$ cat config.mk
export PLATFORM = sky130hd
export DESIGN_NAME = fifo_uart_tx
export DESIGN_NICKNAME = d
export VERILOG_FILES = /design/src/rtl/fifo_uart_tx.sv
export SDC_FILE = /design/constraint.sdc
export NUM_CORES = 1
export LEC_CHECK = 0
export ABC_AREA = 1
export CORE_MARGIN = 8
export CORE_UTILIZATION = 65
export CTS_BUF_LIST = sky130_fd_sc_hd__clkbuf_8
export DETAILED_ROUTE_END_ITERATION = 16
export DONT_BUFFER_PORTS = 1
export MAX_ROUTING_LAYER = met4
export PLACE_DENSITY = 0.81
export SYNTH_ARGS = -nofsm -noshare
export SYNTH_HDL_FRONTEND = slang
export SYNTH_SLANG_ARGS = --single-unit
export TNS_END_PERCENT = 100
$ cat constraint.sdc
create_clock -name clk -period 4.9 [get_ports clk]
set_clock_uncertainty 0.2 [all_clocks]
set_input_delay 0.98 -clock clk [delete_from_list [all_inputs] [get_ports clk]]
set_output_delay 0.98 -clock clk [all_outputs]
set_load 0.01 [all_outputs]
$ cat src/rtl/fifo_uart_tx.sv
// fifo_uart_tx: pops bytes from the read side of a byte FIFO and shifts each out
// as a start/8-data/stop serial frame, holding every bit for CLKS_PER_BIT clocks.
module fifo_uart_tx #(
  parameter int CLKS_PER_BIT = 4
) (
  input  logic       clk,
  input  logic       reset,
  input  logic       fifo_empty,
  input  logic [7:0] fifo_data,
  output logic       fifo_rd,
  output logic       tx,
  output logic       busy,
  output logic [7:0] frame_count
);
  typedef enum logic [2:0] {IDLE, FETCH, LOAD, START, DATA, STOP} state_t;
  localparam logic [7:0] TC = 8'(CLKS_PER_BIT - 1);
  state_t state, state_n;
  logic [7:0] div, shift;
  logic [2:0] bit_cnt;
  logic tc;
  assign tc = div == TC;
  always_comb begin
    state_n = state;
    case (state)
      IDLE:    state_n = fifo_empty ? IDLE : FETCH;
      FETCH:   state_n = LOAD;
      LOAD:    state_n = START;
      START:   state_n = tc ? DATA : START;
      DATA:    state_n = (tc && bit_cnt == 3'd7) ? STOP : DATA;
      STOP:    state_n = tc ? (fifo_empty ? IDLE : FETCH) : STOP;
      default: state_n = IDLE;
    endcase
  end
  // Outputs decode from state and the shift register only, never from inputs.
  assign fifo_rd = state == FETCH;
  assign busy    = state != IDLE;
  assign tx      = state == START ? 1'b0 : state == DATA ? shift[0] : 1'b1;
  always_ff @(posedge clk or posedge reset) begin
    if (reset) begin
      state       <= IDLE;
      div         <= '0;
      shift       <= '0;
      bit_cnt     <= '0;
      frame_count <= '0;
    end else begin
      state       <= state_n;
      div         <= (state_n != state || tc || state == IDLE) ? '0 : div + 8'd1;
      shift       <= state == LOAD ? fifo_data : (state == DATA && tc) ? shift >> 1 : shift;
      bit_cnt     <= state == START ? '0 : (state == DATA && tc) ? bit_cnt + 3'd1 : bit_cnt;
      frame_count <= (state == STOP && tc) ? frame_count + 8'd1 : frame_count;
    end
  end
endmodule
==> flow_summary.toml <==
[die]
ioPinCount = 22
die_area_um2 = 4090
die_w_um = 63.9
die_h_um = 63.9
core_area_um2 = 2190
rows = 17
initial_core_util_pct = 68.2

[layout]
fin_util_pct = 73.7
insertedDiodeCount = 0
final_nets = 186
final_cell_mix = "33 x nand2_1, 30 x dfrtp_1, 24 x inv_1"
fillCellCount = 162
final_common_cell = "nand2_1"
drive_gt1_share_pct = 15.1
area_growth_pct = 8.12

[worst_setup_path]
worst_path_max_delay_cell = "dfrtp_1"
end_kind = "output pin"
path_max_fanout = 6
required_ns = 3.72
start_kind = "register"
path_class = "register to output pin"
crit_arrival_ns = 1.31
cp_common_cell = "inv_1"
crit_chain = "nor2_1 -> inv_1 -> nor2_1 -> inv_1 -> nand2_1 -> inv_1"
cp_slowest_stage_delay_ns = 0.43

[synth]
synth_warnings = 0
syn_inst = 165
synth_nets = 180
ys_seq_area_share_pct = 50.3
synth_cell_type_count = 24
ys_ff_latch = 30
yosysTopAreaCell = "dfrtp_1"
yosys.area.top_type_share_pct = 50.3
avgSynthCellArea_um2 = 9.05
synth.area.top_cells = "dfrtp_1 50%, nand2_1 8.3%, inv_1 5.8%"
syn-cell-area_um2 = 1490

[clock_network]
ctsHtreeMaxLevel = 2
clock-sinks = 30
path_clk_slew_ns = 0.06
cts_hold_buf = 0
numCtsBuffers = 5
cts_tree = "done"
postCtsResizedCells = 0
clock_latency_ns = 0.27
cts_buffer_depth = 2
postCtsSetupRepairBufs = 0
cts-root-buf = "clkbuf_8"

[power_and_ir_drop]
sw_frac_of_total_pct = 35.2
powerDensity_nw_per_um2 = 444
seq_power_share_pct = 43.3
vdd_drop_max_uv = 375
leakagePower_nw = 0.795
p_clk_share_pct = 27.3
power_frac_comb_pct = 29.4
internal_power_uw = 464
power.switching_uw = 252

[sta]
grt_setup_unrepaired = "false"
drv_slew = 0
max_freq_ghz = 0.401
finalHoldViolCount = 0
tightest_slew_ns = 1.07
post-route-min-period_ns = 2.49
finalCritPeriodShare_pct = 50.9
relSlewSlack_pct = 28.4
finalSetupViolations = 0
setup-tns-final_ns = 0

[detailed_routing]
wire_per_inst_um = 13.4
num_vias = 1075
drt-total-wl_mm = 2.69
drtIter0Drc = 36
dr.pass1.iters = 4
viasPerCell = 5.38
postRouteAntennaNets = 0
drc_errors = 0

[grt]
grt_pass1_vias = 1021
grt_antenna_before_repair = 0
grt_pass1_wl_mm = 4.61
grt_overflow_total = 0
grt_max_degree = 31
groute.usage.overall_pct = 14.9

[place]
dpl.hpwl_mm = 2.01
portBuffers = 0
gp_congestion = 0.883

[run_status]
status = "finished clean"

[hold_path]
hp-class = "register to register"

[job]
cap_violations = 0
sequential cells by signal, indices dropped and copies added, names as in the netlist:
register     flops
div              8
frame_count      8
shift            8
bit_cnt          3
state            3
final cells by class:
type                    instances  area (um^2)  area share, %
well taps                      28         35.0           2.17
inverters                      24         90.1           5.58
multi-input cells             110          648           40.1
clock buffers                   6         82.6           5.11
clock inverters                 2         8.76          0.542
flip-flops and latches         30          751           46.5
metal layers:
metal  up-vias  GRT usage, %  part of all wire [%]
met3         5          7.67                   6.2
met5         -             -                     0
met2        28          21.5                    48
met4         0          5.85                   1.3
met1       506          17.2                    45
li1        536             -                     -
per-stage QoR:
step           cells  total power [mW]  worst slack [ns]  area, um^2  hold WS (ns)
2_1_floorplan    165             0.482              2.81        1490         0.243
3_3_place_gp     192             0.512              2.76        1520         0.256
3_5_place_dp     192             0.525              2.72        1520         0.261
4_1_cts          200             0.725              2.40        1620         0.272
5_1_grt          200             0.769              2.27        1620         0.306
6_report         200             0.717              2.41        1620         0.267
path summary, 6_finish.rpt:
path	startpoint	to	slack, ns	cells past startpoint
worst min register to register	div[0]	div[0]	0.27	1
min in group asynchronous	reset	div[0]	0.66	1
worst min-delay path	div[0]	div[0]	0.27	1
max in group asynchronous	reset	frame_count[2]	3.19	1
worst max register to register	div[0]	shift[3]	2.94	6
worst max-delay path	state[2]	tx	2.41	6
power by group through the flow:
stage          sequential, mW  combinational, mW  clock (mW)
2_1_floorplan           0.310              0.172           0
3_3_place_gp            0.313              0.200           0
3_5_place_dp            0.314              0.211           0
4_1_cts                 0.310              0.213       0.201
5_1_grt                 0.316              0.239       0.214
6_report                0.310              0.210       0.196
worst max-delay path: cells and delay by family, from the launching register on:
family                 cells  cell delay, ns
buffers and inverters      3            0.25
and+or+nand+nor            3            0.36
DFF                        1            0.43
cells in the mapped netlist:
library cell,count
dfrtp_1,30
nand4_2,1
nor2_2,10
o21ai_0,5
nand2_2,3
xnor2_1,7
o21ai_1,1
nand2_4,1
a21oi_1,2
inv_1,23
and3_1,1
nor3_1,2
inv_2,1
nand2_1,33
xor2_1,6
buf_2,1
nand3_2,1
o221ai_1,7
nor2_4,2
nand3_1,5
ha_1,4
nand4_1,2
nor2_1,16
nor3b_1,1
cell families (layout without fill, tap and decap cells):
group,count (synthesis),after routing,share of synthesized area (%)
and+or+nand+nor,78,78,25.6
DFF,30,30,50.3
xor gates and xnor gates,13,13,7.62
adders and majority gates,4,4,3.35
buffers and inverters,25,32,6.36
AOI/OAI and AO/OA,15,15,6.78
Note: power is estimated with default switching activity, not from simulation.
